### config.mk
export PLATFORM = sky130hd
export DESIGN_NAME = t05_htree_sram_arbiter
export DESIGN_NICKNAME = d
export VERILOG_FILES = /design/src/rtl/t05_htree_sram_arbiter_pkg.sv /design/src/rtl/t05_htree_sram_arbiter_rr_pick3.sv /design/src/rtl/t05_htree_sram_arbiter.sv
export SDC_FILE = /design/constraint.sdc
export NUM_CORES = 1
export LEC_CHECK = 0
export ABC_AREA = 1
export CAP_MARGIN = 20
export CELL_PAD_IN_SITES_DETAIL_PLACEMENT = 0
export CELL_PAD_IN_SITES_GLOBAL_PLACEMENT = 1
export CORE_MARGIN = 2
export CORE_UTILIZATION = 25
export DETAILED_ROUTE_END_ITERATION = 12
export HOLD_SLACK_MARGIN = 0.02
export MAX_ROUTING_LAYER = met4
export PLACE_DENSITY_LB_ADDON = 0.3
export SKIP_LAST_GASP = 1
export SLEW_MARGIN = 5
export SYNTH_ARGS = -nofsm -noshare
export SYNTH_HDL_FRONTEND = slang
export SYNTH_SLANG_ARGS = --single-unit
### constraint.sdc
create_clock -name clk -period 2.5 [get_ports clk]
set_input_delay 0.375 -clock clk [delete_from_list [all_inputs] [get_ports clk]]
set_output_delay 0.375 -clock clk [all_outputs]
set_load 0.005 [all_outputs]
### src/rtl/t05_htree_sram_arbiter_pkg.sv
`default_nettype none
// ============================================================================
// Module   : t05_arb_pkg
// Brief    : Shared types and constants for the h-tree SRAM arbiter.
// Revision : 1.0
// ============================================================================
package t05_arb_pkg;

  localparam int ARB_AW = 8;
  localparam int ARB_DW = 71;

  // Top-level stage codes, shared with the stage controller
  localparam logic [3:0] STAGE_HTREE = 4'd3;
  localparam logic [3:0] STAGE_CB    = 4'd4;
  localparam logic [3:0] STAGE_HDR   = 4'd5;

  typedef enum logic [1:0] {
    ST_IDLE = 2'd0,
    ST_BUS  = 2'd1,
    ST_DONE = 2'd2
  } arb_state_t;

  function automatic logic [1:0] oh3_to_idx(input logic [2:0] oh);
    if (oh[2])      return 2'd2;
    else if (oh[1]) return 2'd1;
    else            return 2'd0;
  endfunction

endpackage
`default_nettype wire

### src/rtl/t05_htree_sram_arbiter_rr_pick3.sv
`default_nettype none
// ============================================================================
// Module   : t05_rr_pick3
// Brief    : Combinational 3-way round-robin pick starting at i_ptr.
// Revision : 1.0
// ============================================================================
module t05_rr_pick3 (
  input  logic [2:0] i_elig,
  input  logic [1:0] i_ptr,
  output logic [2:0] o_sel,
  output logic       o_valid
);

  logic [2:0] w_rot;
  logic [2:0] w_rsel;

  // Rotate so the highest-priority requester sits at bit 0
  always_comb begin
    case (i_ptr)
      2'd1:    w_rot = {i_elig[0], i_elig[2], i_elig[1]};
      2'd2:    w_rot = {i_elig[1], i_elig[0], i_elig[2]};
      default: w_rot = i_elig;
    endcase
  end

  always_comb begin
    if (w_rot[0])      w_rsel = 3'b001;
    else if (w_rot[1]) w_rsel = 3'b010;
    else if (w_rot[2]) w_rsel = 3'b100;
    else               w_rsel = 3'b000;
  end

  always_comb begin
    case (i_ptr)
      2'd1:    o_sel = {w_rsel[1], w_rsel[0], w_rsel[2]};
      2'd2:    o_sel = {w_rsel[0], w_rsel[2], w_rsel[1]};
      default: o_sel = w_rsel;
    endcase
  end

  assign o_valid = |i_elig;

endmodule
`default_nettype wire

### src/rtl/t05_htree_sram_arbiter.sv
`default_nettype none
// ============================================================================
// Module   : t05_htree_sram_arbiter
// Brief    : Grant/bus/done sequencer sharing the h-tree SRAM port by 3 stages.
// Revision : 1.0
// ============================================================================
module t05_htree_sram_arbiter
  import t05_arb_pkg::*;
#(
  parameter int         AW       = ARB_AW,
  parameter int         DW       = ARB_DW,
  parameter int         NREQ     = 3,
  parameter int         TIMEOUT  = 32,
  parameter logic [3:0] STAGE_R0 = STAGE_HTREE,
  parameter logic [3:0] STAGE_R1 = STAGE_CB,
  parameter logic [3:0] STAGE_R2 = STAGE_HDR
) (
  input  logic               clk,
  input  logic               rst,
  input  logic [3:0]         i_en_state,
  input  logic [NREQ-1:0]    i_req,
  input  logic [NREQ-1:0]    i_req_we,
  input  logic [NREQ*AW-1:0] i_req_addr,
  input  logic [NREQ*DW-1:0] i_req_wdata,
  output logic [NREQ-1:0]    o_gnt,
  output logic [NREQ-1:0]    o_done,
  output logic [DW-1:0]      o_rdata,
  output logic               o_err,
  output logic               o_busy,
  output logic               o_timeout_sticky,
  output logic               o_sram_cyc,
  output logic               o_sram_we,
  output logic [AW-1:0]      o_sram_addr,
  output logic [DW-1:0]      o_sram_wdata,
  input  logic [DW-1:0]      i_sram_rdata,
  input  logic               i_sram_ack
);

  localparam int TW = $clog2(TIMEOUT + 1);

  arb_state_t       r_state;
  arb_state_t       w_state_nxt;
  logic [1:0]       r_rr_ptr;
  logic [1:0]       r_owner;
  logic [TW-1:0]    r_timer;
  logic             r_we;
  logic [AW-1:0]    r_addr;
  logic [DW-1:0]    r_wdata;
  logic             r_cyc;
  logic [NREQ-1:0]  r_gnt;
  logic [NREQ-1:0]  r_done;
  logic [DW-1:0]    r_rdata;
  logic             r_err;
  logic             r_sticky;

  logic [NREQ-1:0]  w_elig;
  logic [NREQ-1:0]  w_sel;
  logic             w_valid;
  logic [1:0]       w_pick;
  logic             w_timer_max;
  logic [NREQ-1:0]  w_owner_oh;

  assign w_elig = {i_req[2] & (i_en_state == STAGE_R2),
                   i_req[1] & (i_en_state == STAGE_R1),
                   i_req[0] & (i_en_state == STAGE_R0)};

  t05_rr_pick3 u_pick (
    .i_elig  (w_elig),
    .i_ptr   (r_rr_ptr),
    .o_sel   (w_sel),
    .o_valid (w_valid)
  );

  assign w_pick      = oh3_to_idx(w_sel);
  assign w_timer_max = (r_timer == TW'(TIMEOUT - 1));
  assign w_owner_oh  = NREQ'(1) << r_owner;

  always_ff @(posedge clk) begin
    if (rst) r_state <= ST_IDLE;
    else     r_state <= w_state_nxt;
  end

  always_comb begin
    w_state_nxt = r_state;
    case (r_state)
      ST_IDLE: if (w_valid) w_state_nxt = ST_BUS;
      ST_BUS:  if (i_sram_ack || w_timer_max) w_state_nxt = ST_DONE;
      ST_DONE: w_state_nxt = ST_IDLE;
      default: w_state_nxt = ST_IDLE;
    endcase
  end

  always_ff @(posedge clk) begin
    if (rst) begin
      r_rr_ptr <= 2'd0;
      r_owner  <= 2'd0;
      r_timer  <= '0;
      r_we     <= 1'b0;
      r_addr   <= '0;
      r_wdata  <= '0;
      r_cyc    <= 1'b0;
      r_gnt    <= '0;
      r_done   <= '0;
      r_rdata  <= '0;
      r_err    <= 1'b0;
      r_sticky <= 1'b0;
    end else begin
      r_gnt  <= '0;
      r_done <= '0;
      case (r_state)
        ST_IDLE: begin
          r_timer <= '0;
          if (w_valid) begin
            r_owner <= w_pick;
            r_we    <= i_req_we[w_pick];
            r_addr  <= i_req_addr[w_pick*AW +: AW];
            r_wdata <= i_req_wdata[w_pick*DW +: DW];
            r_gnt   <= w_sel;
            r_cyc   <= 1'b1;
          end
        end
        ST_BUS: begin
          r_timer <= r_timer + TW'(1);
          // A late ack in the final timeout cycle still counts as success
          if (i_sram_ack) begin
            r_cyc   <= 1'b0;
            r_rdata <= r_we ? '0 : i_sram_rdata;
            r_err   <= 1'b0;
            r_done  <= w_owner_oh;
          end else if (w_timer_max) begin
            r_cyc    <= 1'b0;
            r_rdata  <= '0;
            r_err    <= 1'b1;
            r_sticky <= 1'b1;
            r_done   <= w_owner_oh;
          end
        end
        ST_DONE: begin
          r_rdata  <= '0;
          r_err    <= 1'b0;
          r_timer  <= '0;
          r_rr_ptr <= (r_owner == 2'd2) ? 2'd0 : r_owner + 2'd1;
        end
        default: ;
      endcase
    end
  end

  assign o_gnt            = r_gnt;
  assign o_done           = r_done;
  assign o_rdata          = r_rdata;
  assign o_err            = r_err;
  assign o_busy           = (r_state != ST_IDLE);
  assign o_timeout_sticky = r_sticky;
  assign o_sram_cyc       = r_cyc;
  assign o_sram_we        = r_we;
  assign o_sram_addr      = r_addr;
  assign o_sram_wdata     = r_wdata;

endmodule
`default_nettype wire

## Word-level counts from Yosys, hierarchy flattened

Index checks and enable logic that the tools add are counted.

| storage, ports and cells | value |
|---|---|
| bits in registers | 172 |
| latch bits | 0 |
| bits in writable memories | 0 |
| bits in read-only memories | 0 |
| bits of input ports | 321 |
| logic and storage cells | 81 |
| memories kept | 0 |

| operators by class | value |
|---|---|
| $add $sub $neg | 2 |
| multipliers | 1 |
| div/mod/pow operators | 0 |
| $lt $le $gt $ge | 1 |
| equal/unequal tests | 12 |
| shifts and indexed selects | 3 |
| muxes and demuxes | 27 |
| bitwise logic cells | 7 |
| reduce and logical (&&, ||, !) cells | 15 |

Operators with widths:

| operator | number |
|---|---|
| two-way mux 71 bit | 3 |
| variable part select 213 x 10 -> 71 bit | 1 |
| case mux 71 bit (2 select lines) | 1 |
| variable part select 24 x 6 -> 8 bit | 1 |
| two-way mux 3 bit | 5 |
| case mux 3 bit (2 select lines) | 2 |
| case mux 6 bit (2 select lines) | 1 |
| multiplier 2 x 7 -> 9 bit, second input constant | 1 |
| == test 4 x 3 -> 1 bit, second input constant | 2 |
| two-way mux 2 bit | 4 |
| nonzero test 2 bit | 4 |
| two-way mux 1 bit | 7 |
| adder 6 x 1 -> 6 bit, second input constant | 1 |
| == test 2 bit, second input constant | 3 |
| == test 6 x 5 -> 1 bit, second input constant | 1 |
| AND reduction 2 bit | 3 |
| AND reduction 3 bit | 2 |
| OR reduction 3 bit | 2 |
| == test 2 x 1 -> 1 bit, second input constant | 2 |
| == test 4 x 2 -> 1 bit, second input constant | 1 |
| NOT 1 bit | 4 |
| case mux 1 bit (2 select lines) | 2 |
| case mux 2 bit (2 select lines) | 1 |
| OR reduction 2 bit | 2 |
| 10 further kinds | 12 |

## Depth between registers and ports, before layout

Gate-level depths: netlist of the first run.

| logic depth | value |
|---|---|
| word-level depth | 11 |
| mapped depth | 17 |

## By module

A second synthesis of the first run with hierarchy kept.

| second synthesis, totals | value |
|---|---|
| cell total of the unflattened synthesis | 1,081 |
| area total of the unflattened synthesis | 7,771.2 um^2 |

Modules (own cells, without submodules):

| module | instances | cells each | area an instance (um^2) |
|---|---|---|---|
| t05_htree_sram_arbiter | 1 | 1,036 | 7,564.8 |
| t05_rr_pick3 | 1 | 45 | 206.4 |

## Least setup slack after synthesis of the first run

OpenSTA, ideal clock, no wires.

| path | value |
|---|---|
| path type | register -> register |
| start | register r_rr_ptr[0] |
| end | register r_wdata[11], in the netlist o_sram_wdata[11] |
| setup time | 0.119 ns |
| arrival time | 1.879 ns |
| slack | 0.502 ns |
| stages on the path, launching flop included | 17 |
| period minus slack after synthesis | 1.998 ns |
| path through | dfxtp_1 inv_1 ha_1 clkbuf_1 inv_2 nand3_1 nand2_1 inv_1 nand3_1 nand2_1 nand2_1 buf_2 nor2_4 buf_4 nand2_1 nand2_1 o21bai_1 |

| on the way | value |
|---|---|
| longest elaborated chain between the ends | 10 |
| elaborated cells on any way between the ends | 11 |
| classes of those cells | 1 x mul; 2 x eq/ne; 1 x shift; 7 x mux |

Ends and longest elaborated chain:

| element | RTL line | source |
|---|---|---|
| start, declared | t05_htree_sram_arbiter.sv:43 | `logic [1:0] r_rr_ptr;` |
| start signal, assigned | t05_htree_sram_arbiter.sv:142 | `r_rr_ptr <= (r_owner == 2'd2) ? 2'd0 : r_owner + 2'd1;` |
| == test 2 bit or == test 2 x 1 -> 1 bit (tied branches) | t05_htree_sram_arbiter_rr_pick3.sv:19, t05_htree_sram_arbiter_rr_pick3.sv:34 |  |
| case mux 3 bit (2 select lines) | t05_htree_sram_arbiter_rr_pick3.sv:19 | `case (i_ptr)` |
| two-way mux 3 bit | t05_htree_sram_arbiter_rr_pick3.sv:29 | `else if (w_rot[2]) w_rsel = 3'b100;` |
| two-way mux 3 bit | t05_htree_sram_arbiter_rr_pick3.sv:28 | `else if (w_rot[1]) w_rsel = 3'b010;` |
| two-way mux 3 bit | t05_htree_sram_arbiter_rr_pick3.sv:27 | `if (w_rot[0]) w_rsel = 3'b001;` |
| case mux 3 bit (2 select lines) (*) | t05_htree_sram_arbiter_rr_pick3.sv:34 | `case (i_ptr)` |
| two-way mux 1 bit | t05_htree_sram_arbiter_pkg.sv:25 | `else if (oh[1]) return 2'd1;` |
| two-way mux 2 bit (*) | t05_htree_sram_arbiter_pkg.sv:24 | `if (oh[2]) return 2'd2;` |
| multiplier 2 x 7 -> 9 bit (*) | t05_htree_sram_arbiter.sv:117 | `r_wdata <= i_req_wdata[w_pick*DW +: DW];` |
| variable part select 213 x 10 -> 71 bit (*) | t05_htree_sram_arbiter.sv:117 |  |
| end signal, assigned | t05_htree_sram_arbiter.sv:117 |  |
| end, declared | t05_htree_sram_arbiter.sv:48 | `logic [DW-1:0] r_wdata;` |

Mark *: on every way between the ends. The rest lies on a longest branch, timed or not.
A chain may end at the register's enable or synchronous reset.

## Final worst setup path of the first run

| path | value |
|---|---|
| start | register r_rr_ptr[0] |
| end | register r_wdata[43], in the netlist o_sram_wdata[43] |

Same word-level chain as after synthesis.

==> reports/qor.tcl, run 1 <==
set qor(commonest_non_fill_non_tap_cells_in_the_layout) {480 x clkdlybuf4s50_1, 386 x nand2_1, 203 x nand3_1}
set qor(crit_path_cell_chain) {inv_1, ha_1, inv_2, nand3_1, nand2_1, inv_1, nand3_1, nand2_1, nand2_2, buf_4, buf_12, nand3_1, a21oi_1}
set qor(cts_hold_buffers) 0
set qor(placement.cell_area_sq_um) 14000
set qor(initial_util_pct) 25.5
set qor(fin_skew_ns) 0.00903
set qor(vdd.ir_drop.worst_mv) 0.463
set qor(clkLatencyLatePin_ns) 0.44
set qor(post-layout-total-power_w) 0.00688
set qor(cts.sink_count) 172
set qor(maxClockFrequency_mhz) 450
set qor(ys_ff_latch) 172
set qor(grt_pass1_wl_um) 56200
set qor(r2r_setup_slack_ns) 0.28
set qor(reg2regPathDepth) 13
set qor(syn_inst) 1340
set qor(tightestPinTransition_ns) 0.789
set qor(synth.yosys.seq_area_share_pct) 40.0
set qor(area.growth.synth_to_final_pct) 69.9
set qor(crit_cells) 13
set qor(synth_area_per_cell_sq_um) 6.42
set qor(grt_setup_unrepaired) {no}
set qor(critPathMaxFanout) 24
set qor(synth_area_sq_um) 8600
set qor(rows) 67
set qor(final.setup.worst_slack_ns) 0.276
set qor(cts.root.buffer_cell) {clkbuf_16}
set qor(mappedNetlistNets) 1664
set qor(worstSetupPathType) {flop to flop}
set qor(power-per-cell-area_nw_per_um2) 471
set qor(worstPathRequired_ns) 2.87
set qor(worst_path_largest_cell_delay_ns) 0.38
set qor(drc) 0
set qor(grt_start_max_net_pins) 74
set qor(critPathBufInv) 5
set qor(p_leak_nw) 6.37
set qor(routed_via_count) 10071
set qor(io_buffer_count) 481
set qor(grt.overflow.total) 0
set qor(avgRoutedWirePerCell_um) 16.2
set qor(grtUsageTotal_pct) 20.7
set qor(synth_cell_types) 28
set qor(critical_path.slowest_cell) {ha_1}
set qor(place_worst_setup_slack_ns) -0.00363
set qor(final_net_count) 2107
set qor(final-instance-count-excl-fill) 2247
set qor(final_design_area_no_fill_sq_um) 14600
set qor(post_drt_via_cell_ratio) 4.48
set qor(cts.clk_slew.worst_paths_ns) 0.07
set qor(min-delay-path-class) {primary input to flop}
set qor(floorplan.die_area_sq_um) 35900
set qor(whs_path_cells) 2
set qor(drive_gt1_share_pct) 4.73
set qor(detailedPlacementHpwl_um) 26500
set qor(max-slew-margin-rel_pct) 47.4
set qor(finalMaxSlewViolations) 0
set qor(number_of_global_route_vias_before_repair) 10061
set qor(post_cts.repair.setup_buffers) 0
set qor(dr.pass1.iters) 5
set qor(outcome) {complete, no violations}
set qor(die-width_um) 189
set qor(cp-start-kind) {flop}
set qor(cts-htree-levels) 4
set qor(finalWirelength_um) 36500
set qor(coreArea_sq_um) 33700
set qor(layout_min_cycle_time_ns) 2.22
set qor(drt_iter0_markers) 393
set qor(design.portCount) 482
set qor(max_cap_viol_count) 0
set qor(hold_viol_final) 0
set qor(dp.cells) 2212
set qor(die_h_um) 189
set qor(max-clock-path-buffers) 2
set qor(final.period_utilization_pct) 89.0
set qor(critical-path-top-delay-family) {buffers and inverters}
set qor(gp_congestion) 0.829
set qor(mostFrequentLayoutCell) {clkdlybuf4s50_1}
set qor(tritoncts_buffer_count) 17
set qor(worst_path_most_repeated_cell) {nand3_1}
set qor(worstSetupEndpointType) {flop}
set qor(finalHoldWorstSlack_ns) 0.410
set qor(ant_nets) 0
set qor(grt_antenna_before_repair) 3
set qor(tritoncts_clock_tree) {built}
set qor(yosysWarningCount) 0
set qor(finalSetupViolations) 0
set qor(post_cts_resize_count) 0
set qor(worst_ep_arrival_time_ns) 2.60
-- cells in the mapped netlist --
cell type / count / area share [%]
ha_1: 3 / 0.44
a211oi_1: 1 / 0.087
xor2_1: 1 / 0.10
nor2_4: 2 / 0.26
clkbuf_1: 55 / 2.4
buf_1: 5 / 0.22
o31ai_1: 1 / 0.087
o22ai_1: 1 / 0.073
buf_4: 4 / 0.35
nor3_1: 7 / 0.41
a221oi_1: 1 / 0.10
buf_2: 21 / 1.2
nand2_1: 387 / 17
o21ai_0: 62 / 3.6
inv_2: 5 / 0.22
a31oi_1: 1 / 0.073
nand2_2: 3 / 0.22
nand3_2: 1 / 0.12
dfxtp_1: 172 / 40
o21bai_1: 20 / 1.7
o21ai_1: 1 / 0.058
nor2_1: 37 / 1.6
nand3_1: 203 / 12
inv_1: 201 / 8.8
a21oi_1: 128 / 7.4
buf_6: 7 / 0.92
nand4_1: 9 / 0.65
o21a_1: 1 / 0.087
-- worst reg2reg max path, stage by stage, from the launching register on --
cell and delay (ns):
dfxtp_1 0.36, inv_1 0.05, ha_1 0.38, inv_2 0.15
nand3_1 0.09, nand2_1 0.10, inv_1 0.05, nand3_1 0.06
nand2_1 0.06, nand2_2 0.09, buf_4 0.29, buf_12 0.22
nand3_1 0.11, a21oi_1 0.14
-- logic make-up after synthesis --
| group | synth area share (%) |
|---|---|
| xor gates and xnor gates | 0.102 |
| AOI/OAI and AO/OA | 13.4 |
| adders and majority gates | 0.436 |
| buffers and inverters | 14.1 |
| DFF | 40.0 |
| and+or+nand+nor | 32.0 |
-- path summary, 6_finish.rpt --
path	startpoint	to
min	rst	o_rdata[60]
max reg2reg	r_rr_ptr[0]	o_sram_wdata[43]
max	r_rr_ptr[0]	o_sram_wdata[43]
min reg2reg	o_timeout_sticky	o_timeout_sticky
-- per-stage QoR --
stage | utilization [%] | TNS (ns)
6_report | 43.4 | 0
5_1_grt | 43.4 | 0
4_1_cts | 43.3 | 0
3_5_place_dp | 41.6 | -0.0103
3_3_place_gp | 41.6 | 0
2_1_floorplan | - | 0
-- power breakdown --
part | internal [W] | total (W) | leakage [nW] | switching, W
clock | 0.00151 | 0.00276 | 0.293 | 0.00125
combinational | 0.000757 | 0.00125 | 4.68 | 0.000491
sequential | 0.00282 | 0.00287 | 1.39 | 0.0000452
-- state kept, by name (all words and copies together), names as in the netlist --
name              count
o_done                3
o_err                 1
o_gnt                 3
o_rdata              71
o_sram_addr           8
o_sram_cyc            1
o_sram_wdata         71
o_sram_we             1
o_timeout_sticky      1
r_owner               2
r_rr_ptr              2
r_state               2
r_timer               6
-- per-layer routing --
metal | global-route usage (%) | up-vias | share of wire, %
met3 | 5.63 | 44 | 6.2
met2 | 34.8 | 313 | 49
met1 | 24.0 | 4614 | 43
li1 | - | 5100 | -
met4 | 6.53 | 0 | 2.5
met5 | - | - | 0
-- area by class of cell --
class | instances | area, sq um
Multi-Input combinational cell | 870 | 3980
Clock inverter | 11 | 123
Fill cell | 3460 | 19100
Sequential cell | 172 | 3440
Clock buffer | 21 | 480
Timing Repair Buffer | 516 | 5250
Inverter | 206 | 773
Antenna cell | 3 | 7.51
Tap cell | 448 | 561
(Power assumes the default switching activity.)
==> run 2, diff against run 1 <==
--- a/config.mk
+++ b/config.mk
@@ -11,6 +11,7 @@
 export CELL_PAD_IN_SITES_GLOBAL_PLACEMENT = 1
 export CORE_MARGIN = 2
 export CORE_UTILIZATION = 25
+export CTS_CLUSTER_SIZE = 20
 export DETAILED_ROUTE_END_ITERATION = 12
 export HOLD_SLACK_MARGIN = 0.02
 export MAX_ROUTING_LAYER = met4
==> results of run 2 <==
Same layout as run 1: the final DEF is identical, and so are final timing and power.
==> run 3, diff against run 2 <==
--- a/config.mk
+++ b/config.mk
@@ -11,6 +11,7 @@
 export CELL_PAD_IN_SITES_GLOBAL_PLACEMENT = 1
 export CORE_MARGIN = 2
 export CORE_UTILIZATION = 25
+export CTS_BUF_LIST = sky130_fd_sc_hd__clkbuf_8 sky130_fd_sc_hd__clkbuf_16
 export CTS_CLUSTER_SIZE = 20
 export DETAILED_ROUTE_END_ITERATION = 12
 export HOLD_SLACK_MARGIN = 0.02
==> results of run 3 <==
Same layout as run 1: the final DEF is identical, and so are final timing and power.
